`config.mk`:
```
export PLATFORM = sky130hd
export DESIGN_NAME = led_sequencer
export DESIGN_NICKNAME = d
export VERILOG_FILES = /design/src/rtl/led_seq_pkg.sv /design/src/rtl/led_sequencer_step_prescaler.sv /design/src/rtl/led_sequencer.sv
export SDC_FILE = /design/constraint.sdc
export NUM_CORES = 1
export LEC_CHECK = 0
export CORE_ASPECT_RATIO = 1.2
export CORE_MARGIN = 1.5
export CORE_UTILIZATION = 50
export DETAILED_ROUTE_END_ITERATION = 12
export GPL_TIMING_DRIVEN = 0
export PLACE_DENSITY = 0.7
export SYNTH_ARGS = -nofsm -noshare
export SYNTH_HDL_FRONTEND = slang
export SYNTH_SLANG_ARGS = --single-unit
```
`constraint.sdc`:
```
create_clock -name CLOCK_50 -period 7 [get_ports CLOCK_50]
set_clock_uncertainty 0.05 [all_clocks]
set_input_delay 1.05 -clock CLOCK_50 [delete_from_list [all_inputs] [get_ports CLOCK_50]]
set_output_delay 1.05 -clock CLOCK_50 [all_outputs]
set_load 0.005 [all_outputs]
```
`src/rtl/led_seq_pkg.sv`:
```
// Shared encodings for the LED pattern sequencer.
package led_seq_pkg;

  localparam int unsigned TICKS_PER_STEP_DEF = 25_000_000;

  localparam logic [1:0] MODE_LEFT   = 2'd0;
  localparam logic [1:0] MODE_RIGHT  = 2'd1;
  localparam logic [1:0] MODE_BOUNCE = 2'd2;
  localparam logic [1:0] MODE_BLINK  = 2'd3;

  typedef enum logic [2:0] {
    S_LEFT,
    S_RIGHT,
    S_BNC_UP,
    S_BNC_DN,
    S_BLINK
  } state_e;

  // Both bounce directions report as the single bounce mode.
  function automatic logic [1:0] state_to_mode(input state_e s);
    logic [1:0] m;
    case (s)
      S_RIGHT:            m = MODE_RIGHT;
      S_BNC_UP, S_BNC_DN: m = MODE_BOUNCE;
      S_BLINK:            m = MODE_BLINK;
      default:            m = MODE_LEFT;
    endcase
    return m;
  endfunction

  // Entry state for a newly applied mode; bounce always starts moving up.
  function automatic state_e mode_to_state(input logic [1:0] m);
    state_e s;
    case (m)
      MODE_RIGHT:  s = S_RIGHT;
      MODE_BOUNCE: s = S_BNC_UP;
      MODE_BLINK:  s = S_BLINK;
      default:     s = S_LEFT;
    endcase
    return s;
  endfunction

endpackage

```
`src/rtl/led_sequencer_step_prescaler.sv`:
```
// Step prescaler: counts clock cycles and flags the last cycle of each step period.
module step_prescaler
  import led_seq_pkg::*;
#(
  parameter int unsigned TICKS_PER_STEP = TICKS_PER_STEP_DEF
) (
  input  logic       CLOCK_50,
  input  logic       RESET,
  input  logic [1:0] speed,
  input  logic       pause,
  output logic       adv
);

  localparam int unsigned CW = $clog2(TICKS_PER_STEP);

  logic [CW-1:0] cnt_q, cnt_d;
  logic [CW-1:0] last_cnt;

  // Terminal count for the selected period; >= lets a shortened period fire at once.
  always_comb begin
    last_cnt = CW'((TICKS_PER_STEP >> speed) - 1);
    adv      = (cnt_q >= last_cnt) && !pause;
  end

  // Counter next state: restart on a step, hold while paused.
  always_comb begin
    cnt_d = cnt_q;
    if (adv) begin
      cnt_d = '0;
    end else if (!pause) begin
      cnt_d = cnt_q + CW'(1);
    end
  end

  // Counter register.
  always_ff @(posedge CLOCK_50 or posedge RESET) begin
    if (RESET) begin
      cnt_q <= '0;
    end else begin
      cnt_q <= cnt_d;
    end
  end

endmodule

```
`src/rtl/led_sequencer.sv`:
```
// LED bank pattern sequencer with step-aligned mode change handshake.
module led_sequencer
  import led_seq_pkg::*;
#(
  parameter int unsigned TICKS_PER_STEP = TICKS_PER_STEP_DEF,
  parameter int unsigned LED_W          = 8
) (
  input  logic             CLOCK_50,
  input  logic             RESET,
  input  logic [1:0]       mode_sel,
  input  logic             mode_req,
  output logic             mode_ack,
  input  logic [1:0]       speed,
  input  logic             pause,
  output logic [1:0]       mode,
  output logic             step_tick,
  output logic [LED_W-1:0] LEDR
);

  localparam logic [LED_W-1:0] LED_LSB = {{(LED_W-1){1'b0}}, 1'b1};
  localparam logic [LED_W-1:0] LED_MSB = {1'b1, {(LED_W-1){1'b0}}};

  logic             adv;
  state_e           state_q, state_d;
  logic [LED_W-1:0] led_q, led_d;
  logic             pend_valid_q, pend_valid_d;
  logic [1:0]       pend_mode_q, pend_mode_d;
  logic             step_tick_q, mode_ack_q;
  logic             reload;

  step_prescaler #(
    .TICKS_PER_STEP(TICKS_PER_STEP)
  ) u_prescaler (
    .CLOCK_50(CLOCK_50),
    .RESET   (RESET),
    .speed   (speed),
    .pause   (pause),
    .adv     (adv)
  );

  // Next state for pending request, FSM and LED pattern.
  always_comb begin
    state_d      = state_q;
    led_d        = led_q;
    pend_valid_d = pend_valid_q;
    pend_mode_d  = pend_mode_q;
    // A pending request for the mode already running just acks without a reload.
    reload       = adv && pend_valid_q && (pend_mode_q != state_to_mode(state_q));

    if (adv) begin
      pend_valid_d = 1'b0;
      if (reload) begin
        state_d = mode_to_state(pend_mode_q);
        case (pend_mode_q)
          MODE_RIGHT: led_d = LED_MSB;
          MODE_BLINK: led_d = '1;
          default:    led_d = LED_LSB;
        endcase
      end else begin
        case (state_q)
          S_LEFT:  led_d = {led_q[LED_W-2:0], led_q[LED_W-1]};
          S_RIGHT: led_d = {led_q[0], led_q[LED_W-1:1]};
          S_BNC_UP: begin
            led_d = {led_q[LED_W-2:0], led_q[LED_W-1]};
            if (led_d[LED_W-1]) state_d = S_BNC_DN;
          end
          S_BNC_DN: begin
            led_d = {led_q[0], led_q[LED_W-1:1]};
            if (led_d[0]) state_d = S_BNC_UP;
          end
          S_BLINK: led_d = ~led_q;
          default: begin
            state_d = S_LEFT;
            led_d   = LED_LSB;
          end
        endcase
      end
    end

    // A request in the step cycle itself survives the clear and waits for the next step.
    if (mode_req) begin
      pend_valid_d = 1'b1;
      pend_mode_d  = mode_sel;
    end
  end

  // State, pattern and strobe registers.
  always_ff @(posedge CLOCK_50 or posedge RESET) begin
    if (RESET) begin
      state_q      <= S_LEFT;
      led_q        <= LED_LSB;
      pend_valid_q <= 1'b0;
      pend_mode_q  <= MODE_LEFT;
      step_tick_q  <= 1'b0;
      mode_ack_q   <= 1'b0;
    end else begin
      state_q      <= state_d;
      led_q        <= led_d;
      pend_valid_q <= pend_valid_d;
      pend_mode_q  <= pend_mode_d;
      step_tick_q  <= adv;
      mode_ack_q   <= adv && pend_valid_q;
    end
  end

  // Output mapping.
  always_comb begin
    mode      = state_to_mode(state_q);
    LEDR      = led_q;
    step_tick = step_tick_q;
    mode_ack  = mode_ack_q;
  end

endmodule

```
==> impl_results.md <==
* WHS at 0.4999 ns
* Root Buffer: clkbuf_8
* R2r startpoint: u_prescaler.cnt_q[3]
* Clock Tree Buf Depth at 2
* Number of synthesized register bits at 41
* Total GRT Usage at 0.2126
* Synth unique cells at 51
* Post-DP HPWL at 4.136 mm
* Vias in the first global route at 2230
* Global-route wire length before repair at 10.40 mm
* Hold_sp: u_prescaler.cnt_q[1]
* Post-CTS Setup Bufs at 0
* Synth-to-Final Area Change at 13.40%
* DR vias/cell at 5.707
* IO Count at 20
* Inserted Diodes at 0
* Count of pins over their slew limit at 0
* HP Class: register to register
* Max-capacitance violation count at 0
* Largest net degree at the start of global routing at 42
* RD Place Congestion at 0.8631
* Via count at 2243
* Final setup TNS at 0 ns
* CP delay by family, top: buffers and inverters
* Final critical-path share of the clock period at 0.6583
* Crit path cell chain: clkdlybuf4s50_1 -> inv_1 -> nor2_1 -> inv_1 -> ha_1 -> ha_1 -> nand3_1 -> o21ai_0 -> a211oi_1 -> o41a_1 -> buf_6 -> a21oi_4 -> buf_6 -> mux2_4
* FFs w/ async S/R, synth at 1.000
* Max Fclk at 217.0 MHz
* Finish-stage setup viols at 0
* Tightest Pin Transition at 0.8717 ns
* Status: completed
* Layout cell share with drive strength beyond 1 at 0.1239
* Gr ovfl total at 0
* Residual DRC at 0
* Post-synth EDFFs at 0
* Row count at 29
* CP max-delay cell: clkdlybuf4s50_1
* Crit path from: speed[1]
* CTS H-tree depth at 2
* Die width at 71.89 um
* DR WL/cell at 14.72 um
* Synthesized area per cell at 9.368 sq um
* I/O Buffers at 18
* Crit end category: register
* Syn Std Cell Area at 2848 sq um
* Type of origin of the critical path: primary input
* Clock Latency Late Sink at 0.29 ns
* Die H at 85.67 um
* Register area share after synthesis at 0.3607
* Drt total wl at 5.786 mm
* Top FF cell, synth: dfrtp_1
* Final ANT Viol Nets at 0
* Relative slew slack at 0.4180
* Peak supply drop at 95.54 uV
* Initial DRC Count at 116
* TritonCTS clock tree: yes
* Nets at 359
* Starting Density at 0.5267
* Yosys warnings at 0
* CP bufs+invs at 5
* Synth top area cells: dfrtp_1 (35%), ha_1 (9.2%), mux2_2 (5.9%)
* Worst path max stage delay at 0.65 ns
* Final Hold Viols at 0
* Die Footprint at 6159 sq um
* CTS buffer count at 5
* Pwr dens at 178.5 nW/um^2
* CTS clk-pin slew, worst paths at 0.09 ns
* Crit path kind: primary input to register
* CTS Hold Bufs at 0
* Post-cts resize count at 0
* Final min period at 4.608 ns
* Synth Instances at 304
* Post-synth top area share at 0.3515
* RSZ-0062 raised after global routing: no
* Clock Sinks at 41
* Yosys top cell by area: dfrtp_1
* Placed insts at 385
* Initial antenna violation count at 0
* Detailed-router iteration count before antenna repair at 4
* Design Power at 0.5763 mW
* Maximum fanout along the worst path at 10
* CP arrival at 4.74 ns
* Critical path required time at 7.13 ns
* Total core area at 5406 sq um
* End-of-flow core utilization at 0.5973
* Fin cells at 393
* P_leak at 1.467 nW
## Yosys cell counts (all sizes together) (3+ instances only)
library cell	count
clkbuf	6
xor2	14
buf	9
o211ai	5
nor3	4
mux2	18
nand2	24
o21ai	8
nand4	7
and2	3
nor2b	4
inv	13
nor3b	4
xnor2	9
nand3	17
nor2	37
o22ai	8
mux2i	8
dfrtp	40
a21oi	9
ha	21
and4	4
and3	5
## worst paths after layout
| check | cells after the start | to | slack, ns |
|---|---|---|---|
| max in group asynchronous | 2 | u_prescaler.cnt_q[22] | 5.14 |
| worst max-delay path | 14 | LEDR[1] | 2.39 |
| worst min register to register | 2 | u_prescaler.cnt_q[1] | 0.50 |
| worst max register to register | 9 | LEDR[1] | 4.25 |
| worst min-delay path | 2 | u_prescaler.cnt_q[1] | 0.50 |
| min in group asynchronous | 2 | LEDR[2] | 1.20 |
## layout by cell type (no fill, tap or decap), types with 12 or more instances in the layout
cell and count:
dfrtp_1 40, clkdlybuf4s50_1 18, nand2_1 24, ha_1 21, mux2_2 15, nand3_1 17
inv_1 12, nor2_1 37, xor2_1 14
## layout make-up
cell class | count | area, sq um
inverters | 13 | 48.80
flip-flops and latches | 41 | 1027
well taps | 62 | 77.57
multi-input cells | 236 | 1685
fillers | 471 | 2177
plain buffers | 15 | 90.09
repair buffers | 18 | 180.2
clock inverters | 2 | 37.54
clock buffers | 6 | 82.58
## power by group
group | internal [mW] | switching, mW | total, mW
clock network | 0.116 | 0.0865 | 0.203
registers | 0.255 | 0.0246 | 0.280
logic | 0.0438 | 0.0502 | 0.0940
## worst reg2reg max path: stages (launching register included)
cell	delay (ns)
dfrtp_1	0.45
ha_1	0.31
nand3_1	0.07
o21ai_0	0.21
a211oi_1	0.12
o41a_1	0.46
buf_6	0.16
a21oi_4	0.29
buf_6	0.21
mux2_4	0.31
## per-layer routing
| metal | up-vias | part of all wire | global-route usage |
|---|---|---|---|
| met5 | - | 0 | 0 |
| met4 | 0 | 0.0092 | 0.08233 |
| li1 | 1127 | - | - |
| met2 | 41 | 0.51 | 0.3485 |
| met1 | 1071 | 0.46 | 0.2808 |
| met3 | 4 | 0.028 | 0.03525 |
## cells by family after synthesis
kind of cell,Yosys count,share of synthesized area
compound gates,46,0.1134
xor+xnor,23,0.07338
fa+ha+maj,21,0.09227
buf+inv,28,0.04877
flops,41,0.3607
mux,26,0.1033
other cells,2,0.002637
simple gates,117,0.2056
## sequential cells by signal (all words and copies together), names as in the netlist
signal and flops:
pend_valid_q 1, u_prescaler.cnt_q 25, mode_ack 1, LEDR 8, step_tick 1, state_q 3
pend_mode_q 2
## per-stage QoR
step	cell area (sq um)	worst slack (ns)
floorplan	2851	3.375
global placement	3109	2.066
detailed placement	3109	2.064
CTS	3229	2.371
global route	3229	2.221
finish	3229	2.392
(Power assumes the default switching activity.)
